--- config.mk ---
export PLATFORM = sky130hd
export DESIGN_NAME = axil_wr_master
export DESIGN_NICKNAME = d
export VERILOG_FILES = /design/src/rtl/axil_pkg.sv /design/src/rtl/axil_wr_master.sv
export SDC_FILE = /design/constraint.sdc
export NUM_CORES = 1
export LEC_CHECK = 0
export CAP_MARGIN = 20
export CELL_PAD_IN_SITES_DETAIL_PLACEMENT = 1
export CELL_PAD_IN_SITES_GLOBAL_PLACEMENT = 1
export CORE_MARGIN = 2
export CORE_UTILIZATION = 33
export CTS_CLUSTER_SIZE = 16
export DETAILED_ROUTE_END_ITERATION = 10
export PLACE_DENSITY = 0.88
export SLEW_MARGIN = 20
export SYNTH_ARGS = -nofsm -noshare
export SYNTH_HDL_FRONTEND = slang
export SYNTH_SLANG_ARGS = --single-unit
export TNS_END_PERCENT = 30
--- constraint.sdc ---
create_clock -name clk -period 3.2 [get_ports clk]
set_input_delay 0.8 -clock clk [delete_from_list [all_inputs] [get_ports clk]]
set_output_delay 0.8 -clock clk [all_outputs]
set_load 0.02 [all_outputs]
--- src/rtl/axil_pkg.sv ---
// Shared AXI4-Lite definitions for the write master, the matching slave side
// and the bench's state-name decoder.
//   wr_state_e     : write-master FSM states (2-bit, value 3 unused)
//   RESP_*         : BRESP/RRESP codes
//   AXPROT_DEFAULT : unprivileged, secure, data access
package axil_pkg;

    typedef enum logic [1:0] {
        S_IDLE  = 2'd0,
        S_WRITE = 2'd1,
        S_RESP  = 2'd2
    } wr_state_e;

    localparam logic [1:0] RESP_OKAY   = 2'b00;
    localparam logic [1:0] RESP_EXOKAY = 2'b01;
    localparam logic [1:0] RESP_SLVERR = 2'b10;
    localparam logic [1:0] RESP_DECERR = 2'b11;

    localparam logic [2:0] AXPROT_DEFAULT = 3'b000;

    // Any response other than OKAY counts as an error for the sticky flag.
    function automatic logic resp_is_error(input logic [1:0] resp);
        return resp != RESP_OKAY;
    endfunction

endpackage

--- src/rtl/axil_wr_master.sv ---
// AXI4-Lite write initiator: one AXI write per accepted command.
// Ports:
//   clk, rst                      : clock, asynchronous active-high reset
//   cmd_valid/ready/addr/data/strb: command port (valid/ready)
//   done_valid, done_resp         : one-cycle completion pulse with BRESP
//   err_sticky, err_clr           : sticky non-OKAY flag and its clear
//   wr_count                      : completed-write counter (wraps)
//   m_axi_aw*, m_axi_w*, m_axi_b* : AXI4-Lite write channels
// DATA_WIDTH is expected to be 32 or 64.
module axil_wr_master
    import axil_pkg::*;
#(
    parameter int ADDR_WIDTH = 12,
    parameter int DATA_WIDTH = 32,
    parameter int CNT_WIDTH  = 16
) (
    input  logic                      clk,
    input  logic                      rst,
    input  logic                      cmd_valid,
    output logic                      cmd_ready,
    input  logic [ADDR_WIDTH-1:0]     cmd_addr,
    input  logic [DATA_WIDTH-1:0]     cmd_data,
    input  logic [DATA_WIDTH/8-1:0]   cmd_strb,
    output logic                      done_valid,
    output logic [1:0]                done_resp,
    output logic                      err_sticky,
    input  logic                      err_clr,
    output logic [CNT_WIDTH-1:0]      wr_count,
    output logic [ADDR_WIDTH-1:0]     m_axi_awaddr,
    output logic [2:0]                m_axi_awprot,
    output logic                      m_axi_awvalid,
    input  logic                      m_axi_awready,
    output logic [DATA_WIDTH-1:0]     m_axi_wdata,
    output logic [DATA_WIDTH/8-1:0]   m_axi_wstrb,
    output logic                      m_axi_wvalid,
    input  logic                      m_axi_wready,
    input  logic [1:0]                m_axi_bresp,
    input  logic                      m_axi_bvalid,
    output logic                      m_axi_bready
);

    wr_state_e                 state_q, state_d;
    logic                      init_q;
    logic                      awvalid_q, awvalid_d;
    logic                      wvalid_q, wvalid_d;
    logic                      bready_q, bready_d;
    logic                      aw_done_q, aw_done_d;
    logic                      w_done_q, w_done_d;
    logic [ADDR_WIDTH-1:0]     awaddr_q, awaddr_d;
    logic [DATA_WIDTH-1:0]     wdata_q, wdata_d;
    logic [DATA_WIDTH/8-1:0]   wstrb_q, wstrb_d;
    logic                      done_valid_q, done_valid_d;
    logic [1:0]                done_resp_q, done_resp_d;
    logic                      err_q, err_d;
    logic [CNT_WIDTH-1:0]      cnt_q, cnt_d;

    logic aw_hs;
    logic w_hs;
    logic aw_complete;
    logic w_complete;

    // init_q holds cmd_ready low until the first clock after reset release.
    assign cmd_ready = init_q && (state_q == S_IDLE);

    assign aw_hs       = awvalid_q && m_axi_awready;
    assign w_hs        = wvalid_q && m_axi_wready;
    // A channel counts as complete if it finished earlier or finishes now.
    assign aw_complete = aw_done_q || aw_hs;
    assign w_complete  = w_done_q || w_hs;

    always_comb begin
        state_d      = state_q;
        awvalid_d    = awvalid_q;
        wvalid_d     = wvalid_q;
        bready_d     = bready_q;
        aw_done_d    = aw_done_q;
        w_done_d     = w_done_q;
        awaddr_d     = awaddr_q;
        wdata_d      = wdata_q;
        wstrb_d      = wstrb_q;
        done_valid_d = 1'b0;
        done_resp_d  = done_resp_q;
        cnt_d        = cnt_q;
        err_d        = err_q;

        // Clear first so a same-cycle error response below overrides it.
        if (err_clr) begin
            err_d = 1'b0;
        end

        case (state_q)
            S_IDLE: begin
                if (cmd_valid && cmd_ready) begin
                    awaddr_d  = cmd_addr;
                    wdata_d   = cmd_data;
                    wstrb_d   = cmd_strb;
                    awvalid_d = 1'b1;
                    wvalid_d  = 1'b1;
                    aw_done_d = 1'b0;
                    w_done_d  = 1'b0;
                    state_d   = S_WRITE;
                end
            end
            S_WRITE: begin
                if (aw_hs) begin
                    awvalid_d = 1'b0;
                    aw_done_d = 1'b1;
                end
                if (w_hs) begin
                    wvalid_d = 1'b0;
                    w_done_d = 1'b1;
                end
                if (aw_complete && w_complete) begin
                    aw_done_d = 1'b0;
                    w_done_d  = 1'b0;
                    bready_d  = 1'b1;
                    state_d   = S_RESP;
                end
            end
            S_RESP: begin
                if (m_axi_bvalid) begin
                    bready_d     = 1'b0;
                    done_valid_d = 1'b1;
                    done_resp_d  = m_axi_bresp;
                    cnt_d        = cnt_q + CNT_WIDTH'(1);
                    if (resp_is_error(m_axi_bresp)) begin
                        err_d = 1'b1;
                    end
                    state_d = S_IDLE;
                end
            end
            default: begin
                // Unused encoding: drop every handshake and recover.
                awvalid_d = 1'b0;
                wvalid_d  = 1'b0;
                bready_d  = 1'b0;
                aw_done_d = 1'b0;
                w_done_d  = 1'b0;
                state_d   = S_IDLE;
            end
        endcase
    end

    always_ff @(posedge clk or posedge rst) begin
        if (rst) begin
            state_q      <= S_IDLE;
            init_q       <= 1'b0;
            awvalid_q    <= 1'b0;
            wvalid_q     <= 1'b0;
            bready_q     <= 1'b0;
            aw_done_q    <= 1'b0;
            w_done_q     <= 1'b0;
            awaddr_q     <= '0;
            wdata_q      <= '0;
            wstrb_q      <= '0;
            done_valid_q <= 1'b0;
            done_resp_q  <= 2'b00;
            err_q        <= 1'b0;
            cnt_q        <= '0;
        end else begin
            state_q      <= state_d;
            init_q       <= 1'b1;
            awvalid_q    <= awvalid_d;
            wvalid_q     <= wvalid_d;
            bready_q     <= bready_d;
            aw_done_q    <= aw_done_d;
            w_done_q     <= w_done_d;
            awaddr_q     <= awaddr_d;
            wdata_q      <= wdata_d;
            wstrb_q      <= wstrb_d;
            done_valid_q <= done_valid_d;
            done_resp_q  <= done_resp_d;
            err_q        <= err_d;
            cnt_q        <= cnt_d;
        end
    end

    assign done_valid    = done_valid_q;
    assign done_resp     = done_resp_q;
    assign err_sticky    = err_q;
    assign wr_count      = cnt_q;
    assign m_axi_awaddr  = awaddr_q;
    assign m_axi_awprot  = AXPROT_DEFAULT;
    assign m_axi_awvalid = awvalid_q;
    assign m_axi_wdata   = wdata_q;
    assign m_axi_wstrb   = wstrb_q;
    assign m_axi_wvalid  = wvalid_q;
    assign m_axi_bready  = bready_q;

endmodule

**Yosys cells after proc, flatten, opt, wreduce, memory -nomap -nowiden**

Cells that the tools add are included.

- Memories: 0
- Latch bits: 0
- Word-level logic and storage cells: 68
- Memory bits (writable): 0
- Memory bits (read-only): 0
- Output and inout port bits: 75
- Flip-flop bits (word level): 76

- Bitwise gates (word level): 2
- Equal/unequal tests: 9
- Add/sub/neg operators: 1
- $mul: 0
- Shifts and indexed selects: 0
- Muxes and demuxes: 25
- Div/mod/pow operators: 0
- Reductions and logical operators: 17
- Order comparisons: 0

Operators by type and width:

| operator | count |
|---|---|
| AND reduction 3 bit | 6 |
| adder 16 x 1 -> 16 bit, second input constant | 1 |
| 2-to-1 mux 1 bit | 16 |
| one-hot mux 1 bit (3 select lines) | 5 |
| inequality test 2 bit, second input constant | 4 |
| 2-to-1 mux 2 bit | 3 |
| inequality test 3 bit, second input constant | 2 |
| one-hot mux 2 bit (3 select lines) | 1 |
| logical AND 1 bit | 5 |
| AND reduction 2 bit | 2 |
| equality test 2 x 1 -> 1 bit, second input constant | 1 |
| equality test 2 bit, second input constant | 1 |
| logical NOT 2 bit | 1 |
| logical OR 1 bit | 2 |
| inequality test 2 x 1 -> 1 bit, second input constant | 1 |
| NOT 1 bit | 2 |
| nonzero test 2 bit | 1 |

**Depth between registers and ports, before layout**

- Depth after elaboration: 5
- Depth in mapped cells: 6

**Least setup slack after synthesis**

No wires, ideal clock.

- Path kind: reg-to-output
- Start: register state_q[0]
- End: output cmd_ready
- Required time: 2.400 ns
- Slack: 1.378 ns
- Cell stages (with the launch flop): 3
- Arrival: 1.022 ns
- Path through: dfrtp_1 > buf_6 > nor3b_1

- Cells in the longest elaborated chain, start to end: 2

RTL lines:

| what | line | RTL |
|---|---|---|
| from (decl) | axil_wr_master.sv:42 | `wr_state_e state_q, state_d;` |
| from (signal assigned) | axil_wr_master.sv:161 | `state_q <= state_d;` |
| logical NOT 2 bit | axil_wr_master.sv:63 | `assign cmd_ready = init_q && (state_q == S_IDLE);` |
| logical AND 1 bit | axil_wr_master.sv:63 |  |
| to (decl) | axil_wr_master.sv:20 | `output logic cmd_ready,` |

No other way between the ends.

**Worst setup path in the final report**

Same ends and word-level chain as after synthesis.

==> qor.yml <==
antenna_left: 0
cts-hold-fix-buffers: 0
drtIter0Drc: 36
drv_cap: 0
end_kind: "primary output"
synthXorXnorAreaFrac: 0.0424
drive_above_1_share: 0.192
cp_top_family: "buffers and inverters"
synth_top_family_by_area: "multiplexers"
final.setup.tns_ns: 0
synth-async-reset-ratio: 1.00
die_y_um: 101
endpoint: "cmd_ready"
postCtsSetupRepairBufs: 0
avgSynthCellArea_sq_um: 14.8
slew_violations: 0
hold_viol: 0
synth_edf_count: 0
dieWidth_um: 101
dr.pass1.iters: 4
crit_cells: 2
routed_via_density: 4.67
synthFlopType: "dfrtp_1"
power.density_mw_per_mm2: 903
gp_congestion: 0.731
ys_ff_latch: 76
grt_pass1_vias: 2372
leakage_nw: 1.93
cts_made_buffers: 9
fin_nets: 398
worst-endpoint-arrival_ns: 1.74
fill_cells: 960
reg2reg_from: "state_q[0]"
cts_htree_levels: 3
skew_ns: 0.0103
status: "complete, no violations"
whs_ns: 0.491
crit_start: "state_q[0]"
synth_seq_area_share: 0.614
worst-r2r-cell-count: 4
rsz0062_at_grt: "false"
crit_chain: "nor3b_1 > clkdlybuf4s50_1"
cts_resized: 0
syn-cell-area_sq_mm: 0.00310
yosys-mux-area-fraction: 0.185
grt_antenna_before_repair: 0
layout_min_cycle_time_ns: 2.54
num_antenna_cells: 0
yosys_warnings: 0
worst-r2r-setup-slack_ns: 1.40
cts_buffer_depth: 2
r2r_end: "wr_count[15]"
grt.total_usage: 0.150
hold_path_depth: 1
synth_cell_types: 33
cp_slowest_cell: "clkdlybuf4s50_1"
drc: 0
min_path_type: "reg2reg"
io_pins: 132
synth_compound_area_frac: 0.0255
relSlewSlack: 0.521
core_area_sq_mm: 0.00915
critPathLaunchType: "register"
grt_overflow: 0
cpPeakStageDelay_ns: 0.67
clock.fmax_ghz: 0.393
num_rows: 35
worstHoldStart: "m_axi_awaddr[1]"
grt_pass1_wl_um: 11800
placement.io_buffers: 128
setup_viol: 0
syn-instance-count: 209
synthSimpleGateAreaFrac: 0.0695
routed_wl_um: 7330
cts_sinks: 76
dieArea_sq_mm: 0.0102
initial_core_util: 0.338
synth_fa_ha_area_frac: 0.00404
worstSetupPathType: "reg2out"
period_share: 0.795
syn_to_final_growth_pct: 48.6
cp_max_fo: 10
cts_tree: "built"
critical_path_required_ns: 2.40
grt_start_max_net_pins: 53
clk_pin_slew_ns: 0.08
tightest_slew_ns: 0.718
peakVddDrop_mv: 0.416
cts_root_buf: "clkbuf_8"
critPathBufInv: 1
dpl.hpwl_um: 5530
via_count: 2125
worstSkewPairLatency_ns: 0.33
wl_per_cell_um: 16.1
## flip-flops by register name, indices dropped and copies added, names as in the netlist
| name | cells |
|---|---|
| m_axi_awvalid | 1 |
| m_axi_wdata | 32 |
| err_sticky | 1 |
| done_valid | 1 |
| aw_done_q | 1 |
| m_axi_wvalid | 1 |
| done_resp | 2 |
| m_axi_bready | 1 |
| m_axi_awaddr | 12 |
| state_q | 2 |
| w_done_q | 1 |
| wr_count | 16 |
| init_q | 1 |
| m_axi_wstrb | 4 |
## through the flow
stage	setup slack, ns	area [sq um]	util	std cells	total power, mW
finish	0.656	4600	0.503	455	4.16
global route	0.493	4600	0.503	455	4.41
CTS	0.598	4600	0.503	455	4.23
detailed placement	0.655	4420	0.483	440	3.51
global placement	0.741	4420	0.483	440	3.42
floorplan	0.462	3100	-	211	2.58
## placed cells by master, fill, tap and decap left out, types with 2 or more instances in the layout
cell / netlist / routed
nand3_1: 4 / 4
o21ai_0: 6 / 6
mux2_1: 7 / 7
mux2_2: 44 / 44
dfrtp_1: 76 / 76
clkdlybuf4s50_1: 0 / 128
xnor2_1: 13 / 13
clkinv_2: 0 / 2
a21o_1: 2 / 2
inv_1: 5 / 4
and3_1: 2 / 2
xor2_1: 2 / 2
nand3_2: 2 / 2
nand4_1: 5 / 5
nand2_1: 7 / 7
nand2b_1: 2 / 2
clkbuf_8: 0 / 10
buf_12: 4 / 2
o22ai_1: 2 / 2
nor2_1: 3 / 3
clkbuf_1: 0 / 3
a21oi_1: 3 / 3
conb_1: 2 / 4
## cells by family (layout without fill, tap and decap cells)
family / Yosys count / after routing
compound gates: 14 / 14
xor+xnor: 15 / 15
fa+ha+maj: 1 / 1
buf+inv: 17 / 150
flops: 76 / 76
mux: 51 / 51
other cells: 2 / 4
simple gates: 33 / 33
## final cells by class
| type | count | area (sq um) | share of cell area |
|---|---|---|---|
| Inverter | 5 | 20.0 | 0.00435 |
| Multi-Input combinational cell | 118 | 1040 | 0.225 |
| Sequential cell | 76 | 1900 | 0.413 |
| Clock inverter | 2 | 35.0 | 0.00761 |
| Timing Repair Buffer | 130 | 1320 | 0.287 |
| Clock buffer | 13 | 149 | 0.0324 |
| Tap cell | 111 | 139 | 0.0302 |
## where the power goes
part,total [mW],internal (mW),switching (mW),leakage (nW)
Clock,0.701,0.378,0.323,0.0935
Sequential,1.58,1.34,0.238,0.940
Combinational,1.87,1.01,0.862,0.893
Total,4.16,2.73,1.42,1.93
## per-layer routing
metal	global-route usage	share of wire
met2	0.264	0.53
met3	0.0430	0.064
met4	0.0601	0.011
met5	0	0
met1	0.170	0.39
## worst min path at each step
stage | endpoint | slack, ns
finish | m_axi_awaddr[1] | 0.49
global route | wr_count[15] | 0.52
CTS | m_axi_awaddr[1] | 0.50
detailed placement | m_axi_awaddr[1] | 0.48
global placement | m_axi_awaddr[0] | 0.47
floorplan | aw_done_q | 0.49
## Yosys cell counts, types with 2 or more instances
master | n | area (sq um)
dfrtp_1 | 76 | 1900
mux2_2 | 44 | 495
xnor2_1 | 13 | 114
mux2_1 | 7 | 78.8
nand2_1 | 7 | 26.3
o21ai_0 | 6 | 30.0
inv_1 | 5 | 18.8
nand4_1 | 5 | 31.3
buf_12 | 4 | 80.1
nand3_1 | 4 | 20.0
a21oi_1 | 3 | 15.0
buf_4 | 3 | 22.5
buf_6 | 3 | 33.8
nor2_1 | 3 | 11.3
a21o_1 | 2 | 15.0
and3_1 | 2 | 12.5
conb_1 | 2 | 7.51
nand2b_1 | 2 | 12.5
nand3_2 | 2 | 20.0
o22ai_1 | 2 | 12.5
xor2_1 | 2 | 17.5
(Power assumes the default switching activity.)
